### src/rtl/data_ram_ctrl_if.sv
// Control-unit side handshake bundle for the data RAM controller.
// master = control unit, slave = data_ram_ctrl.
interface data_ram_ctrl_if #(
   parameter int ADDRESS_BUS_WIDTH = 10,
   parameter int DATA_BUS_WIDTH    = 64,
   parameter int LEN_WIDTH         = 4
);
   logic                         req_valid;
   logic                         req_ready;
   logic                         req_write;
   logic [ADDRESS_BUS_WIDTH-1:0] req_addr;
   logic [LEN_WIDTH-1:0]         req_len;
   logic                         wr_valid;
   logic                         wr_ready;
   logic [DATA_BUS_WIDTH-1:0]    wr_data;
   logic                         rd_valid;
   logic [DATA_BUS_WIDTH-1:0]    rd_data;
   logic                         done;
   logic                         err;

   modport master (
      output req_valid, req_write, req_addr, req_len,
      output wr_valid, wr_data,
      input  req_ready, wr_ready, rd_valid, rd_data,
      input  done, err
   );

   modport slave (
      input  req_valid, req_write, req_addr, req_len,
      input  wr_valid, wr_data,
      output req_ready, wr_ready, rd_valid, rd_data,
      output done, err
   );
endinterface

### src/rtl/data_ram_ctrl.sv
// Data RAM initiator: single/burst load-store requests from the control
// unit are turned into RAM chip-select/read/write cycles.
module data_ram_ctrl #(
   parameter int ADDRESS_BUS_WIDTH  = 10,
   parameter int DATA_BUS_WIDTH     = 64,
   parameter int NUM_DATA_ADDRESSES = 512,
   parameter int LEN_WIDTH          = 4
) (
   input  logic                         clk,
   input  logic                         rst_n,
   data_ram_ctrl_if.slave               cu,
   output logic                         mem_cs,
   output logic                         mem_read,
   output logic                         mem_write,
   output logic [ADDRESS_BUS_WIDTH-1:0] mem_address,
   output logic [DATA_BUS_WIDTH-1:0]    mem_write_data,
   input  logic [DATA_BUS_WIDTH-1:0]    mem_read_data
);
   localparam int AW = ADDRESS_BUS_WIDTH;
   localparam int DW = DATA_BUS_WIDTH;
   localparam int LW = LEN_WIDTH;
   localparam logic [AW:0] LAST_ADDR = (AW+1)'(NUM_DATA_ADDRESSES - 1);

   typedef enum logic [2:0] {
      IDLE, RD, RD_DRAIN, WR, FINISH
   } state_t;

   state_t         state;
   logic [LW-1:0]  len_r;
   logic [LW-1:0]  cnt;
   logic [AW-1:0]  addr_r;
   logic           wr_all;
   logic           iss_d1;
   logic           last_d1;
   logic           req_ready;
   logic           rd_valid;
   logic [DW-1:0]  rd_data;
   logic           done;
   logic           err;
   logic [AW:0]    end_addr;
   logic           oor;
   logic           accept;
   logic           wr_ready;

   // End address is formed one bit wider so a burst can never wrap.
   assign end_addr = {1'b0, cu.req_addr}
                   + {{(AW+1-LW){1'b0}}, cu.req_len};
   assign oor      = end_addr > LAST_ADDR;
   assign accept   = cu.req_valid & req_ready;
   assign wr_ready = (state == WR) & ~wr_all;

   assign cu.req_ready = req_ready;
   assign cu.wr_ready  = wr_ready;
   assign cu.rd_valid  = rd_valid;
   assign cu.rd_data   = rd_data;
   assign cu.done      = done;
   assign cu.err       = err;

   always_ff @(posedge clk or negedge rst_n) begin
      if (!rst_n) begin
         state          <= IDLE;
         len_r          <= '0;
         cnt            <= '0;
         addr_r         <= '0;
         wr_all         <= 1'b0;
         iss_d1         <= 1'b0;
         last_d1        <= 1'b0;
         req_ready      <= 1'b0;
         rd_valid       <= 1'b0;
         rd_data        <= '0;
         done           <= 1'b0;
         err            <= 1'b0;
         mem_cs         <= 1'b0;
         mem_read       <= 1'b0;
         mem_write      <= 1'b0;
         mem_address    <= '0;
         mem_write_data <= '0;
      end else begin
         done     <= 1'b0;
         err      <= 1'b0;
         iss_d1   <= 1'b0;
         last_d1  <= 1'b0;
         rd_valid <= iss_d1;
         // RAM output is only trusted the cycle after an issue.
         if (iss_d1)
            rd_data <= mem_read_data;
         unique case (state)
            IDLE: begin
               req_ready <= 1'b1;
               if (accept) begin
                  req_ready <= 1'b0;
                  len_r     <= cu.req_len;
                  cnt       <= '0;
                  addr_r    <= cu.req_addr;
                  wr_all    <= 1'b0;
                  if (oor) begin
                     state <= FINISH;
                     done  <= 1'b1;
                     err   <= 1'b1;
                  end else if (cu.req_write) begin
                     state <= WR;
                  end else begin
                     state       <= RD;
                     mem_cs      <= 1'b1;
                     mem_read    <= 1'b1;
                     mem_address <= cu.req_addr;
                  end
               end
            end
            RD: begin
               iss_d1 <= 1'b1;
               if (cnt == len_r) begin
                  last_d1  <= 1'b1;
                  state    <= RD_DRAIN;
                  mem_cs   <= 1'b0;
                  mem_read <= 1'b0;
               end else begin
                  cnt         <= cnt + LW'(1);
                  mem_address <= mem_address + AW'(1);
               end
            end
            RD_DRAIN: begin
               if (last_d1) begin
                  state <= FINISH;
                  done  <= 1'b1;
               end
            end
            WR: begin
               if (wr_all) begin
                  mem_cs    <= 1'b0;
                  mem_write <= 1'b0;
                  state     <= FINISH;
                  done      <= 1'b1;
               end else if (cu.wr_valid) begin
                  mem_cs         <= 1'b1;
                  mem_write      <= 1'b1;
                  mem_address    <= addr_r;
                  mem_write_data <= cu.wr_data;
                  addr_r         <= addr_r + AW'(1);
                  cnt            <= cnt + LW'(1);
                  if (cnt == len_r)
                     wr_all <= 1'b1;
               end else begin
                  mem_cs    <= 1'b0;
                  mem_write <= 1'b0;
               end
            end
            FINISH: begin
               state     <= IDLE;
               req_ready <= 1'b1;
            end
            default: state <= IDLE;
         endcase
      end
   end
endmodule

### src/flat_wrapper.sv
// flat-port wrapper written by rule: the top's interface ports become plain ports
module data_ram_ctrl_flat 
#(
   parameter int ADDRESS_BUS_WIDTH  = 10,
   parameter int DATA_BUS_WIDTH     = 64,
   parameter int NUM_DATA_ADDRESSES = 512,
   parameter int LEN_WIDTH          = 4
)
  (clk, rst_n, mem_cs, mem_read, mem_write, mem_address, mem_write_data, mem_read_data, cu_req_valid, cu_req_write, cu_req_addr, cu_req_len, cu_wr_valid, cu_wr_data, cu_req_ready, cu_wr_ready, cu_rd_valid, cu_rd_data, cu_done, cu_err);
  data_ram_ctrl_if #(.ADDRESS_BUS_WIDTH(ADDRESS_BUS_WIDTH), .DATA_BUS_WIDTH(DATA_BUS_WIDTH), .LEN_WIDTH(LEN_WIDTH)) cu_i ();
  input  logic clk;
  input  logic rst_n;
  output logic mem_cs;
  output logic mem_read;
  output logic mem_write;
  output logic [ADDRESS_BUS_WIDTH-1:0] mem_address;
  output logic [DATA_BUS_WIDTH-1:0] mem_write_data;
  input  logic [DATA_BUS_WIDTH-1:0] mem_read_data;
  input wire logic [$bits(cu_i.req_valid)-1:0] cu_req_valid;
  input wire logic [$bits(cu_i.req_write)-1:0] cu_req_write;
  input wire logic [$bits(cu_i.req_addr)-1:0] cu_req_addr;
  input wire logic [$bits(cu_i.req_len)-1:0] cu_req_len;
  input wire logic [$bits(cu_i.wr_valid)-1:0] cu_wr_valid;
  input wire logic [$bits(cu_i.wr_data)-1:0] cu_wr_data;
  output wire logic [$bits(cu_i.req_ready)-1:0] cu_req_ready;
  output wire logic [$bits(cu_i.wr_ready)-1:0] cu_wr_ready;
  output wire logic [$bits(cu_i.rd_valid)-1:0] cu_rd_valid;
  output wire logic [$bits(cu_i.rd_data)-1:0] cu_rd_data;
  output wire logic [$bits(cu_i.done)-1:0] cu_done;
  output wire logic [$bits(cu_i.err)-1:0] cu_err;
  assign cu_i.req_valid = cu_req_valid;
  assign cu_i.req_write = cu_req_write;
  assign cu_i.req_addr = cu_req_addr;
  assign cu_i.req_len = cu_req_len;
  assign cu_i.wr_valid = cu_wr_valid;
  assign cu_i.wr_data = cu_wr_data;
  assign cu_req_ready = cu_i.req_ready;
  assign cu_wr_ready = cu_i.wr_ready;
  assign cu_rd_valid = cu_i.rd_valid;
  assign cu_rd_data = cu_i.rd_data;
  assign cu_done = cu_i.done;
  assign cu_err = cu_i.err;
  data_ram_ctrl #(.ADDRESS_BUS_WIDTH(ADDRESS_BUS_WIDTH), .DATA_BUS_WIDTH(DATA_BUS_WIDTH), .NUM_DATA_ADDRESSES(NUM_DATA_ADDRESSES), .LEN_WIDTH(LEN_WIDTH)) u_core (.clk(clk), .rst_n(rst_n), .cu(cu_i), .mem_cs(mem_cs), .mem_read(mem_read), .mem_write(mem_write), .mem_address(mem_address), .mem_write_data(mem_write_data), .mem_read_data(mem_read_data));
endmodule
### config.mk
export PLATFORM = sky130hd
export DESIGN_NAME = data_ram_ctrl_flat
export DESIGN_NICKNAME = d
export VERILOG_FILES = /design/src/rtl/data_ram_ctrl_if.sv /design/src/rtl/data_ram_ctrl.sv /design/src/flat_wrapper.sv
export SDC_FILE = /design/constraint.sdc
export NUM_CORES = 1
export LEC_CHECK = 0
export ABC_AREA = 1
export CORE_MARGIN = 2
export CORE_UTILIZATION = 47
export CTS_CLUSTER_SIZE = 16
export DETAILED_ROUTE_END_ITERATION = 8
export PLACE_DENSITY = 0.84
export SYNTH_ARGS = -nofsm -noshare
export SYNTH_HDL_FRONTEND = slang
export SYNTH_SLANG_ARGS = --single-unit
export TNS_END_PERCENT = 5
### constraint.sdc
create_clock -name clk -period 5.3 [get_ports clk]
set_clock_uncertainty 0.2 [all_clocks]
set_input_delay 0.795 -clock clk [delete_from_list [all_inputs] [get_ports clk]]
set_output_delay 0.795 -clock clk [all_outputs]
set_load 0.01 [all_outputs]
==> results_dict.tcl, run 1 <==
set metrics [dict create \
    run_status "finished clean" \
    fillCellCount 1139 \
    worstSetupPathType "reg2out" \
    cp_slowest_cell "clkdlybuf4s50_1" \
    fin_ws_ns 2.102 \
    cts_buffers 17 \
    die_h_um 130.1 \
    cp.required_ns 4.30 \
    initial_core_util_pct 47.55 \
    postCtsSetupRepairBufs 0 \
    path_max_fanout 21 \
    h-tree-depth 4 \
    clk_pin_slew_ns 0.07 \
    ys_ff_latch 169 \
    maxCapViolations 0 \
    vias_per_cell 4.994 \
    tightestPinTransition_ns 1.089 \
    slowest_delay_ns 0.59 \
    arrival_ns 2.20 \
    peakVddDrop_mv 0.2188 \
    io_pins 293 \
    dr_wl_met3_mm 1.579 \
    fmax_mhz 312.7 \
    port_buffers 292 \
    finalWeightedCongestion 0.8874 \
    syn_nets 795 \
    critPathLaunch "u_core.state[0]" \
    cts_root_buf "clkbuf_16" \
    synth_cell_types 33 \
    cp-end-kind "output pin" \
    cts_tree "done" \
    antenna_cells 0 \
    tns_ns 0 \
    place_ws_ns 2.176 \
    cts_hold_buf 0 \
    clock_power_share_pct 46.5 \
    hpwl_mm 14.56 \
    cts_sinks 169 \
    cts_resized 0 \
    timing.rr.end "u_core.mem_write_data[26]" \
    synthTopCellsByArea "dfrtp_1 57%, mux2_2 14%, mux2_4 7.6%, nand2_1 6.5%, nand3_1 1.9%" \
    r2r_slack_ns 2.62 \
    netlist_area_sq_um 7471 \
    die-area_sq_um 16920 \
    synth_top_cell_by_area "dfrtp_1" \
    ys.warnings.count 0 \
    final_common_cell "clkdlybuf4s50_1" \
    grt_usage_pct 23.03 \
    grt_setup_unrepaired "no" \
    grt_pass1_vias 5644 \
    wl_met1_mm 7.697 \
    p_seq_share_pct 47.6 \
    ys_seq_area_share_pct 56.61 \
    startpoint_type "register" \
    cp_cell_sequence "nand3_2, nor2_4, clkdlybuf4s50_1" \
    drtIter0Drc 343 \
    layout_common_cells "291 x clkdlybuf4s50_1, 168 x dfrtp_1, 130 x nand2_1, 90 x mux2_2, 38 x mux2_4" \
    final_antenna_net_count 0 \
    core_sq_um 15710 \
    drc 0 \
    pwr-share-comb_pct 5.9 \
    rows 46 \
    finalCritPeriodShare_pct 60.35 \
    swShare_pct 21.20 \
    syn_avg_cell_area_sq_um 11.67 \
    p_per_area_nw_per_um2 242.8 \
    layout-drive-gt1-share_pct 19.05 \
    fin_crit_ns 3.198 \
    hold_viol 0 \
    routed.top_layer "met4" \
    critPathBufInv 1 \
    fin_nets 1088 \
    p_sw_mw 0.5740 \
    first_pass_iters 5 \
    synth_top_area_share_pct 56.61 \
    syn_inst 640 \
    totalWireLength_mm 19.74 \
    path_delay_family "simple AND/OR/NAND/NOR gates" \
    wl_per_cell_um 17.00 \
    grt_pass1_wl_mm 29.89 \
    vias 5798 \
    die_w_um 130.1 \
    met2_length_mm 10.07 \
    grt.overflow.total 0 \
    antenna_found_initial 0 \
    insertion_delay_ns 0.42 \
    finalSetupViolCount 0 \
    slew_headroom_pct 27.42 \
    grt_max_degree 97 \
    r2r_cells 4 \
    internal_power_mw 2.134 \
    power.leakage_nw 5.470 \
    drv_slew 0 \
    hp-class "in2async" \
    rr_startpoint "u_core.state[0]" \
    cts_buffer_depth 2 \
    area_growth_pct 49.30 \
]
## metrics by stage
| step | power (mW) | utilization, % | hold WS (ns) | std cells | cell area (sq um) |
|---|---|---|---|---|---|
| global route | 2.791 | 70.99 | 0.3149 | 1161 | 11150 |
| finish | 2.708 | 70.99 | 0.2765 | 1161 | 11150 |
| floorplan | 1.330 | - | 0.1519 | 640 | 7471 |
| global placement | 1.470 | 67.18 | 0.2578 | 1130 | 10560 |
| detailed placement | 1.473 | 67.18 | 0.2712 | 1130 | 10560 |
| CTS | 2.738 | 70.99 | 0.2866 | 1161 | 11150 |
## cell usage after synthesis (all sizes together)
cell	count
nand2	134
nor2	36
nand3	32
inv	42
fa	1
clkbuf	3
a31oi	2
buf	18
or2	1
o21bai	2
a22oi	2
ha	7
o211ai	3
nor3	4
a221oi	1
nand4	15
a21oi	11
xor2	2
a21o	1
nor3b	1
dfrtp	169
o22ai	1
mux2	128
o21ai	24
## final cells by class
| cell class | count | area (sq um) | area share [%] |
|---|---|---|---|
| clock buffer | 17 | 425.4 | 3.814 |
| sequential | 169 | 4230 | 37.93 |
| clock inverter | 14 | 173.9 | 1.559 |
| inverter | 42 | 157.7 | 1.413 |
| timing repair buffer | 295 | 2947 | 26.42 |
| tap | 216 | 270.3 | 2.423 |
| multi-input combinational | 408 | 2950 | 26.45 |
## worst register-to-register path, delay by kind of cell (launching register included)
family / cells / cell delay [ns]
flops: 1 / 0.46
simple gates: 3 / 1.30
mux: 1 / 0.60
## power by group through the flow
stage	combinational [mW]	sequential, mW	clock [mW]
5_1_grt	0.173	1.29	1.33
3_5_place_dp	0.159	1.31	0
2_1_floorplan	0.0162	1.31	0
3_3_place_gp	0.156	1.31	0
4_1_cts	0.160	1.29	1.29
6_report	0.158	1.29	1.26
## layer usage
layer,vias up,GRT usage (%)
li1,2750,-
met2,226,40.19
met1,2799,27.70
met4,0,7.970
met3,23,6.068
met5,-,0
## sequential cells by signal, indices dropped and copies added, names as in the netlist
name / count
u_core.last_d1: 1
u_core.cu.rd_valid: 1
u_core.mem_read: 1
u_core.iss_d1: 1
u_core.mem_write: 1
u_core.cu.err: 1
u_core.mem_write_data: 64
u_core.len_r: 4
u_core.mem_address: 10
u_core.addr_r: 10
u_core.cu.rd_data: 64
u_core.state: 3
u_core.wr_all: 1
u_core.cu.req_ready: 1
u_core.mem_cs: 1
u_core.cu.done: 1
u_core.cnt: 4
## kinds of logic after synthesis
family / share of synthesized area (%)
xor+xnor: 0.2345
mux: 21.20
buf+inv: 3.969
simple gates: 13.03
flops: 56.61
compound gates: 3.517
fa+ha+maj: 1.440
## how the worst max path moves through the flow
stage / depth (start not counted) / end / slack, ns
detailed placement: 11 / u_core.mem_address[5] / 2.18
floorplan: 10 / u_core.mem_address[3] / 2.90
global route: 3 / cu_wr_ready / 1.98
finish: 3 / cu_wr_ready / 2.10
global placement: 11 / u_core.mem_address[0] / 2.25
CTS: 3 / cu_wr_ready / 2.07
(Power assumes the default switching activity.)
==> run 2, diff against run 1 <==
--- a/config.mk
+++ b/config.mk
@@ -7,10 +7,10 @@
 export LEC_CHECK = 0
 export ABC_AREA = 1
 export CORE_MARGIN = 2
-export CORE_UTILIZATION = 47
+export CORE_UTILIZATION = 44
 export CTS_CLUSTER_SIZE = 16
 export DETAILED_ROUTE_END_ITERATION = 8
-export PLACE_DENSITY = 0.84
+export PLACE_DENSITY = 0.8
 export SYNTH_ARGS = -nofsm -noshare
 export SYNTH_HDL_FRONTEND = slang
 export SYNTH_SLANG_ARGS = --single-unit
==> constraint.sdc (replaced) <==
create_clock -name clk -period 3.1 [get_ports clk]
set_clock_uncertainty 0.2 [all_clocks]
set_input_delay 0.465 -clock clk [delete_from_list [all_inputs] [get_ports clk]]
set_output_delay 0.465 -clock clk [all_outputs]
set_load 0.01 [all_outputs]
==> run 2 against run 1 <==
Flip-flop and latch count is the same. Cell count grew 0.95%. Register-to-register slack lost 1.8 ns. Die area grew 6.6%. Global-route usage shrank 0.18 points. Sequential share of layout area shrank 0.25 points. Setup slack lost 1.7 ns. Cell area grew 0.65%. Combinational power grew 73%. First-iteration DRC count grew 1.5%. Hold slack gained 0.0092 ns. Critical path type unchanged. Largest power group unchanged. Highest routed layer unchanged.
==> results_dict.tcl, run 2 (synthesized netlist as in run 1, its figures left out) <==
set metrics [dict create \
    run_status "finished clean" \
    cp.required_ns 2.43 \
    clk_pin_slew_ns 0.06 \
    die-area_sq_um 18040 \
    path_max_fanout 8 \
    layout_common_cells "291 x clkdlybuf4s50_1, 168 x dfrtp_1, 130 x nand2_1, 90 x mux2_2, 38 x mux2_4" \
    die_w_um 134.3 \
    cp-end-kind "output pin" \
    grt_max_degree 66 \
    r2r_cells 8 \
    finalCritPeriodShare_pct 85.64 \
    layout-drive-gt1-share_pct 19.33 \
    cts_buffers 17 \
    final_common_cell "clkdlybuf4s50_1" \
    hp-class "reg2reg" \
    port_buffers 292 \
    totalWireLength_mm 20.37 \
    cp_cell_sequence "nand3_2, nor2_4, clkdlybuf4s50_1" \
    cts_buffer_depth 2 \
    io_pins 293 \
    grt_usage_pct 22.85 \
    area_growth_pct 50.28 \
    timing.rr.end "u_core.addr_r[4]" \
    hold_viol 0 \
    antenna_found_initial 0 \
    reg.largest.list "u_core.cu.rd_data (64), u_core.mem_write_data (64)" \
    startpoint_type "register" \
    hold_depth 2 \
    finalSetupViolCount 0 \
    antenna_cells 0 \
    power.leakage_nw 5.504 \
    grt_pass1_vias 5945 \
    vias_per_cell 4.987 \
    first_pass_iters 4 \
    grt_setup_unrepaired "no" \
    cts_root_buf "clkbuf_16" \
    drv_slew 0 \
    min_from "u_core.mem_cs" \
    tns_ns 0 \
    drtIter0Drc 348 \
    final_antenna_net_count 0 \
    grt.overflow.total 0 \
    h-tree-depth 4 \
    wl_per_cell_um 17.38 \
    cts_tree "done" \
    place_ws_ns 0.2935 \
    vias 5845 \
    slew_headroom_pct 45.54 \
    slowest_delay_ns 0.61 \
    fin_ws_ns 0.4453 \
    finalWeightedCongestion 0.8279 \
    arrival_ns 1.99 \
    rr_startpoint "u_core.state[0]" \
    core_sq_um 16580 \
    fmax_mhz 376.7 \
    r2r_slack_ns 0.83 \
    die_h_um 134.3 \
    insertion_delay_ns 0.42 \
    fin_nets 1094 \
    path_delay_family "buffers and inverters" \
    worstSetupPathType "reg2out" \
    tightestPinTransition_ns 0.8168 \
    p_per_area_nw_per_um2 411.2 \
    drc 0 \
    peakVddDrop_mv 0.3654 \
    initial_core_util_pct 45.05 \
    hpwl_mm 15.39 \
    cp_slowest_cell "clkdlybuf4s50_1" \
    cts_sinks 169 \
    maxCapViolations 0 \
    rows 47 \
    fin_crit_ns 2.655 \
    hold_path_end "u_core.mem_cs" \
    critPathBufInv 1 \
    critPathLaunch "u_core.state[0]" \
    fillCellCount 1281 \
    grt_pass1_wl_mm 31.86 \
]
==> run 2: changes by cell type in the layout (fill, tap and decap cells not counted), sizes merged <==
cell         delta
dlygate4sd3     +1
bufinv          -1
clkinvlp        -2
inv             +3
buf             +5
clkbuf          +2
clkinv          -1
==> run 2: where the power goes <==
part / internal, mW / leakage, nW / switching [mW] / total, mW
registers: 2.20 / 2.29 / 0 / 2.20
logic: 0.180 / 2.93 / 0.0943 / 0.274
clock network: 1.21 / 0.282 / 0.927 / 2.14
total: 3.59 / 5.50 / 1.02 / 4.62
==> run 2: area by class of cell <==
cell class	count	area, sq um	area share, %
repair buffers	301	3019	26.89
multi-input cells	408	2950	26.28
flip-flops and latches	169	4230	37.68
clock buffers	19	432.9	3.856
inverters	42	157.7	1.404
clock inverters	13	161.4	1.438
well taps	220	275.3	2.452
==> run 2: worst register-to-register path: stages, from the launching register on <==
cell and delay, ns:
dfrtp_1 0.47, nand3_2 0.27, inv_2 0.31, nand2_1 0.11
nand2_1 0.09, nand3_2 0.26, inv_1 0.27, o21ai_1 0.10
a21oi_1 0.13
==> run 2: worst max-delay path by stage <==
stage | to | cells after the start | slack, ns
4_1_cts | cu_wr_ready | 3 | 0.42
5_1_grt | cu_wr_ready | 3 | 0.34
6_report | cu_wr_ready | 3 | 0.45
2_1_floorplan | u_core.mem_address[3] | 10 | 1.03
3_5_place_dp | u_core.mem_address[2] | 11 | 0.29
3_3_place_gp | u_core.mem_address[0] | 11 | 0.35
==> run 2: layer usage <==
| layer | track usage [%] | wire, um | part of all wire (%) | up-vias |
|---|---|---|---|---|
| met5 | 0 | 0 | 0 | - |
| met4 | 8.421 | 533 | 2.6 | 0 |
| met3 | 6.198 | 1415 | 6.9 | 32 |
| met2 | 39.46 | 10360 | 51 | 231 |
| met1 | 27.40 | 8055 | 40 | 2822 |
| li1 | - | - | - | 2760 |
==> run 2: stage by stage <==
stage	hold slack [ns]	util (%)	instance area, sq um	instances	power [mW]
after global routing	0.3132	67.70	11230	1172	4.781
after floorplan	-0.03059	-	7471	640	2.275
after global placement	0.2628	64.06	10620	1139	2.518
final	0.2857	67.70	11230	1172	4.616
after CTS	0.2880	67.70	11230	1172	4.659
after detailed placement	0.2732	64.06	10620	1139	2.523
==> run 2: timing repair <==
| item | 4_1_cts | 5_1_grt |
|---|---|---|
| hold buffers | 1 | 0 |
| resized for setup | 0 | 0 |
| setup buffers | 0 | 0 |
| endpoints found under the hold margin | 56 | 0 |
| endpoints found under the setup margin | 0 | 0 |
